## config.mk

```make
export PLATFORM = sky130hd
export DESIGN_NAME = fetch_stage
export DESIGN_NICKNAME = d
export VERILOG_FILES = /design/src/rtl/fetch_stage.sv
export SDC_FILE = /design/constraint.sdc
export NUM_CORES = 1
export LEC_CHECK = 0
export BUFFER_PORTS_ARGS = -buffer_cell sky130_fd_sc_hd__buf_2
export CELL_PAD_IN_SITES_DETAIL_PLACEMENT = 1
export CELL_PAD_IN_SITES_GLOBAL_PLACEMENT = 2
export CORE_MARGIN = 1
export CORE_UTILIZATION = 30
export CTS_CLUSTER_SIZE = 28
export DETAILED_ROUTE_END_ITERATION = 6
export GPL_ROUTABILITY_DRIVEN = 0
export GPL_TIMING_DRIVEN = 1
export MAX_ROUTING_LAYER = met4
export PLACE_DENSITY = 0.81
export SLEW_MARGIN = 10
export SYNTH_ARGS = -nofsm -noshare
export SYNTH_HDL_FRONTEND = slang
export SYNTH_SLANG_ARGS = --single-unit
```

## constraint.sdc

```tcl
create_clock -name Clk -period 2.4 [get_ports Clk]
set_input_delay 0.36 -clock Clk [delete_from_list [all_inputs] [get_ports Clk]]
set_output_delay 0.36 -clock Clk [all_outputs]
set_load 0.03 [all_outputs]
```

## src/rtl/fetch_stage.sv

```systemverilog
// Instruction-fetch stage: owns the PC, runs the req/ack handshake with
// instruction memory and loads the IF/ID pipeline register. A taken branch
// (PCSrc) redirects and flushes; Stall parks a fetched word in a hold buffer.
module fetch_stage #(
  parameter int                ADDR_W   = 32,
  parameter logic [ADDR_W-1:0] RESET_PC = '0
) (
  input  logic              Clk,
  input  logic              Rst_n,
  input  logic              PCSrc,
  input  logic [ADDR_W-1:0] BranchTarget,
  input  logic              Stall,
  output logic              IMemReq,
  output logic [ADDR_W-1:0] IMemAddr,
  input  logic              IMemAck,
  input  logic [31:0]       IMemRdata,
  output logic [31:0]       IF_ID_Instr,
  output logic [ADDR_W-1:0] IF_ID_PCPlus4,
  output logic              IF_ID_Valid
);

  typedef enum logic [1:0] {
    IDLE = 2'd0,
    REQ  = 2'd1,
    HOLD = 2'd2
  } state_t;

  state_t            state;
  logic [ADDR_W-1:0] pc;
  logic [ADDR_W-1:0] pc_plus4;
  logic [ADDR_W-1:0] target;
  logic [31:0]       hold_instr;
  logic [ADDR_W-1:0] hold_pc4;
  logic              squash;

  // PC+4 wraps modulo 2^ADDR_W; branch targets are word aligned.
  assign pc_plus4 = pc + ADDR_W'(4);
  assign target   = {BranchTarget[ADDR_W-1:2], 2'b00};

  // Low target bits are deliberately ignored.
  logic unused_target_bits;
  assign unused_target_bits = ^BranchTarget[1:0];

  // Fetch FSM: PC, request outputs, squash flag, hold buffer and IF/ID.
  // NOTE: every register here, the hold buffer included, is reset and assigned
  // with non-blocking assignments so all state sees pre-edge values.
  always_ff @(posedge Clk or negedge Rst_n) begin
    if (!Rst_n) begin
      state         <= IDLE;
      pc            <= RESET_PC;
      IMemReq       <= 1'b0;
      IMemAddr      <= RESET_PC;
      IF_ID_Instr   <= '0;
      IF_ID_PCPlus4 <= '0;
      IF_ID_Valid   <= 1'b0;
      hold_instr    <= '0;
      hold_pc4      <= '0;
      squash        <= 1'b0;
    end else begin
      unique case (state)
        IDLE: begin
          state   <= REQ;
          IMemReq <= 1'b1;
          if (PCSrc) begin
            pc       <= target;
            IMemAddr <= target;
          end else begin
            IMemAddr <= pc;
          end
        end

        REQ: begin
          if (PCSrc) begin
            // Redirect wins over everything; an unacked request must still
            // complete with its old address, so its data is squashed later.
            IF_ID_Valid <= 1'b0;
            IF_ID_Instr <= '0;
            pc          <= target;
            if (IMemAck) begin
              IMemAddr <= target;
              squash   <= 1'b0;
            end else begin
              squash   <= 1'b1;
            end
          end else if (IMemAck) begin
            if (squash) begin
              // Wrong-path data: drop it and start fetching the target.
              squash   <= 1'b0;
              IMemAddr <= pc;
              if (!Stall) begin
                IF_ID_Valid <= 1'b0;
                IF_ID_Instr <= '0;
              end
            end else if (Stall) begin
              hold_instr <= IMemRdata;
              hold_pc4   <= pc_plus4;
              pc         <= pc_plus4;
              IMemAddr   <= pc_plus4;
              IMemReq    <= 1'b0;
              state      <= HOLD;
            end else begin
              IF_ID_Instr   <= IMemRdata;
              IF_ID_PCPlus4 <= pc_plus4;
              IF_ID_Valid   <= 1'b1;
              pc            <= pc_plus4;
              IMemAddr      <= pc_plus4;
            end
          end else if (!Stall) begin
            // Memory wait: decode sees a bubble.
            IF_ID_Valid <= 1'b0;
            IF_ID_Instr <= '0;
          end
        end

        HOLD: begin
          if (PCSrc) begin
            IF_ID_Valid <= 1'b0;
            IF_ID_Instr <= '0;
            pc          <= target;
            IMemAddr    <= target;
            IMemReq     <= 1'b1;
            state       <= REQ;
          end else if (!Stall) begin
            IF_ID_Instr   <= hold_instr;
            IF_ID_PCPlus4 <= hold_pc4;
            IF_ID_Valid   <= 1'b1;
            IMemAddr      <= pc;
            IMemReq       <= 1'b1;
            state         <= REQ;
          end
        end

        default: begin
          state   <= IDLE;
          IMemReq <= 1'b0;
        end
      endcase
    end
  end

endmodule
```

Word-level counts from Yosys, hierarchy flattened

Cells that the tools add are included.

Flip-flop bits (word level): 197
Bits of input ports: 69
Logic and storage cells: 87

$add $sub $neg: 1
Eq/ne operators: 12
Mux-type cells: 49
Bitwise operators: 2
Reduce and logical (&&, ||, !) cells: 13

Operators with widths:

| operator                | number |
|---|---|
| $mux W32                | 21 |
| $pmux W32 S2            | 3 |
| $pmux W32 S3            | 1 |
| $add A32 B3 Y32 const B | 1 |
| $mux W1                 | 15 |
| $ne A2 B2 Y1 const B    | 7 |
| $mux W2                 | 6 |
| $reduce_and A5 Y1       | 2 |
| $reduce_and A7 Y1       | 1 |
| $ne A3 B3 Y1 const B    | 2 |
| $pmux W2 S3             | 1 |
| $reduce_and A3 Y1       | 2 |
| $reduce_bool A2 Y1      | 3 |
| $ne A5 B5 Y1 const B    | 1 |
| $reduce_and A2 Y1       | 2 |
| $pmux W1 S3             | 1 |
| $reduce_bool A3 Y1      | 1 |
| $eq A2 B1 Y1 const B    | 1 |
| $eq A2 B2 Y1 const B    | 1 |
| $logic_not A2 Y1        | 1 |
| $not A1 Y1              | 2 |
| $pmux W1 S2             | 1 |
| $reduce_or A2 Y1        | 1 |

Depth between registers and ports, before layout

Depth after elaboration: 6
Depth in mapped cells: 10

Least setup slack after synthesis

Ideal clock, no wire load.

Path type: reg-to-reg
Start point: reg state[0]
End point: reg pc[7]
Arrival time: 1.898 ns
Slack: 0.381 ns
Cell stages (with the launch flop): 9
Clock period less this slack: 2.019 ns
Cells stage by stage: dfrtp_1 inv_1 ha_1 buf_2 or3_1 or3_1 nor2_1 a21oi_1 o22a_1

Cells in the longest elaborated chain, start to end: 4
Elaborated cells between the ends (all ways): 8
Those cells by class: 3 x eq/ne; 1 x mux; 4 x reduce/logical

Ends and longest elaborated chain:

| what                                                    | RTL line | RTL |
|---|---|---|
| from (decl)                                             | 28       | `state_t state;` |
| from (signal assigned)                                  | 49       | `state <= IDLE;` |
| from (signal assigned)                                  | 62       | `state <= REQ;` |
| from (signal assigned)                                  | 100      | `state <= HOLD;` |
| $eq A2 B2 Y1 / $logic_not A2 Y1 (equally long branches) | 60       | `unique case (state)` |
| $reduce_or A2 Y1 (no source line)                       | --       |  |
| $reduce_bool A2 Y1 (no source line)                     | --       |  |
| $reduce_and A2 Y1 (no source line)                      | --       |  |
| to (signal assigned)                                    | 65       | `pc <= target;` |
| to (signal assigned)                                    | 78       | `pc <= target;` |
| to (signal assigned)                                    | 97       | `pc <= pc_plus4;` |
| to (decl)                                               | 29       | `logic [ADDR_W-1:0] pc;` |

Parallel ways exist; a longest one is shown, timed or not.
A chain may end at the register's enable or synchronous reset.

Final worst setup path

Start point: reg pc[2]
End point: reg IF_ID_PCPlus4[27]

Cells in the longest elaborated chain, start to end: 6

Ends and longest elaborated chain:

| what                 | RTL line | RTL |
|---|---|---|
| $add A32 B3 Y32      | 37       | `assign pc_plus4 = pc + ADDR_W'(4);` |
| $mux W32             | 94       | `end else if (Stall) begin` |
| $mux W32             | 86       | `if (squash) begin` |
| $mux W32             | 85       | `end else if (IMemAck) begin` |
| $mux W32             | 73       | `if (PCSrc) begin` |
| $pmux W32 S2         | 60       |  |
| to (signal assigned) | 103      | `IF_ID_PCPlus4 <= pc_plus4;` |
| to (signal assigned) | 125      | `IF_ID_PCPlus4 <= hold_pc4;` |
| to (decl)            | 18       | `output logic [ADDR_W-1:0] IF_ID_PCPlus4,` |

Every way passes these cells. The select of a mux whose other input is x is not followed.

==> summary.md <==
| Metric | Value |
|---|---|
| Status | `finished clean` |
| Setup crit start kind | `flip-flop` |
| Rel. slew slack | `0.597` |
| Design Area, Final | `12900 um2` |
| Final period util | `0.957` |
| TritonRoute pass-1 iters | `4` |
| Area leader, netlist | `dfrtp_1` |
| Post-synth EDFFs | `0` |
| Vias in the first global route | `9716` |
| Row cnt | `68` |
| Commonest non-fill, non-tap cells in the layout | `dfrtp_1 (197), buf_2 (163), nand2_1 (162)` |
| DR vias | `9553` |
| Worst skew pair latency | `460 ps` |
| Clock Path Buffers | `2` |
| TritonCTS Sinks | `197` |
| Cell Chain, Critical Path | `buf_4 > and3_1 > nand4_4 > o31a_1 > o311ai_0 > buf_4 > nand2_1` |
| Clock root cell | `clkbuf_16` |
| Overflow after GRT | `0` |
| Synth Flop Type | `dfrtp_1` |
| Worst path bufs/invs | `2` |
| Share of layout cells above drive strength 1 | `0.261` |
| Largest net degree at the start of global routing | `82` |
| Nets | `1416` |
| Via density | `5.27` |
| Fin. Hold Viols | `0` |
| Met3 Resource Use GR | `0.0278` |
| Crit path largest cell delay | `460 ps` |
| Synthesized instance count | `1184` |
| Min Tclk post-route | `2300 ps` |
| VDD IR max | `0.686 mV` |
| Initial antenna violation count | `2` |
| Drt wl/cell | `19.2 um` |
| Library cells used by synthesis | `70` |
| Commonest non-fill, non-tap cell in the layout | `dfrtp_1` |
| Placed Area | `12300 um2` |
| Pwr/cell area | `1410 nW/um2` |
| RSZ-0062 raised after global routing | `no` |
| Final wirelength | `34.8 mm` |
| Setup TNS Final | `0 ps` |
| Initial cell density of the core | `0.306` |
| Worst slew pin tran | `600 ps` |
| Synth area leaders | `dfrtp_1 (46%), nand2_1 (5.7%), a21oi_1 (5.5%)` |
| Critical-path top delay cell | `o311ai_0` |
| Die area | `36200 um2` |
| Die W | `190 um` |
| CORE AREA | `34700 um2` |
| Register area share after synthesis | `0.463` |
| CTS buffer count | `17` |
| Iteration-0 DRC Markers | `529` |
| Most used routing layer | `met2` |
| # setup viols final | `0` |
| Leakage | `5.67 nW` |
| DPL Wire Length | `25.1 mm` |
| Die Height | `190 um` |
| Residual DRC | `0` |
| Final core utilization | `0.371` |
| Met1 usage | `0.279` |
| Yosys warns | `0` |
| Crit-path leading delay family | `compound AO/OA/AOI/OAI gates` |
| I/O Pins | `167` |
| CP Class | `reg -> reg` |
| Max-cap viol count | `0` |
| GRT Total Usage | `0.203` |
| Max H-tree Level | `4` |
| CTS tree | `built` |
| Layout area overhead | `21.1%` |
| Final ANT Viol Nets | `0` |
| Arr. time, crit path | `2640 ps` |
| CP Max Fanout | `6` |
| Req. time, crit path | `2740 ps` |
| Flops & latches, synth | `197` |
| Post-synth top area share | `0.463` |
| Worst clock skew | `18.6 ps` |
| Port bufs | `164` |
| Mapped cell area | `10600 um2` |
| Fmax | `435 MHz` |
| Post-CTS setup buffers | `0` |
| CP dominant cell by count | `buf_4` |
| Reg clk slew, reported paths | `80 ps` |
| Tot Pwr | `18.2 mW` |
| First-pass GRT wire length | `55.8 mm` |
| Synthesized Nets | `1258` |
| Max-slew violations | `0` |
| Met2 GRT Util | `0.309` |
| Async SR Flop Fraction | `1.00` |
| Avg Inst Size Synth | `8.98 um2` |
| Worst min path class | `in -> reg` |
| CP endpoint kind | `flip-flop` |
## cell families after synthesis
| family | Yosys count | synth area share |
|---|---|---|
| AND/OR/NAND/NOR | 414 | 0.194 |
| XOR/XNOR | 34 | 0.0280 |
| buffers and inverters | 138 | 0.0605 |
| adder cells (fa/ha/maj) | 5 | 0.00588 |
| multiplexers | 50 | 0.0518 |
| flip-flops | 197 | 0.463 |
| AO/OA/AOI/OAI | 346 | 0.196 |
## synthesized netlist by cell type, types with 19 or more instances
| library cell | instances |
|---|---|
| nor4_1 | 19 |
| nand2_1 | 162 |
| dfrtp_1 | 197 |
| nor2_1 | 52 |
| buf_2 | 33 |
| nor3_1 | 51 |
| o21ai_0 | 103 |
| a21oi_1 | 117 |
| xnor2_1 | 26 |
| clkbuf_1 | 49 |
| nand3_1 | 44 |
| mux2_2 | 40 |
| and3_1 | 20 |
| inv_1 | 23 |
## path summary, 6_finish.rpt
| check | from | cells after the start | slack, ps | endpoint |
|---|---|---|---|---|
| worst max-delay path | pc[2]$_DFFE_PN0P_ | 7 | 100 | IF_ID_PCPlus4[27]$_DFFE_PN0P_ |
| worst min register to register | IF_ID_PCPlus4[28]$_DFFE_PN0P_ | 2 | 460 | IF_ID_PCPlus4[28]$_DFFE_PN0P_ |
| worst max register to register | pc[2]$_DFFE_PN0P_ | 7 | 100 | IF_ID_PCPlus4[27]$_DFFE_PN0P_ |
| worst min-delay path | IMemRdata[1] | 2 | 160 | hold_instr[1]$_DFFE_PN0P_ |
| min in group asynchronous | Rst_n | 2 | 340 | IMemAddr[5]$_DFFE_PN0P_ |
| max in group asynchronous | Rst_n | 3 | 1320 | hold_instr[0]$_DFFE_PN0P_ |
## sequential cells by signal (all words and copies together), names as in the netlist
signal	count
IF_ID_PCPlus4	32
IMemReq	1
IF_ID_Valid	1
squash	1
state	2
hold_pc4	32
hold_instr	32
IMemAddr	32
IF_ID_Instr	32
pc	32
## metal layers
metal  share of wire  wire (um)
met5               0          0
met4           0.019        660
met3           0.032       1120
met2            0.47      16200
met1            0.48      16800
## report_power, final
part	internal [mW]	switching, mW
Clock	1.52	1.43
Combinational	3.28	6.12
Sequential	4.80	1.04
## timing repair
item,4_1_cts,5_1_grt
resized for setup,0,1
hold endpoints to repair,23,0
hold buffers,1,0
endpoints found under the setup margin,0,11
## stage by stage
stage	setup slack (ps)	cells	hold slack (ps)
after floorplan	381	1184	64.4
after CTS	141	1810	136
final	104	1813	158
after global routing	14.6	1812	143
after detailed placement	176	1777	261
after global placement	210	1777	261
## area by class of cell
cell class                 count  area [um2]
timing repair buffer         253        1590
clock inverter                13         138
tap                          455         569
multi-input combinational    849        5100
sequential                   197        4930
antenna                        3        7.51
fill                        4115       21800
inverter                      24        90.1
clock buffer                  19         453
(Power assumes the default switching activity.)
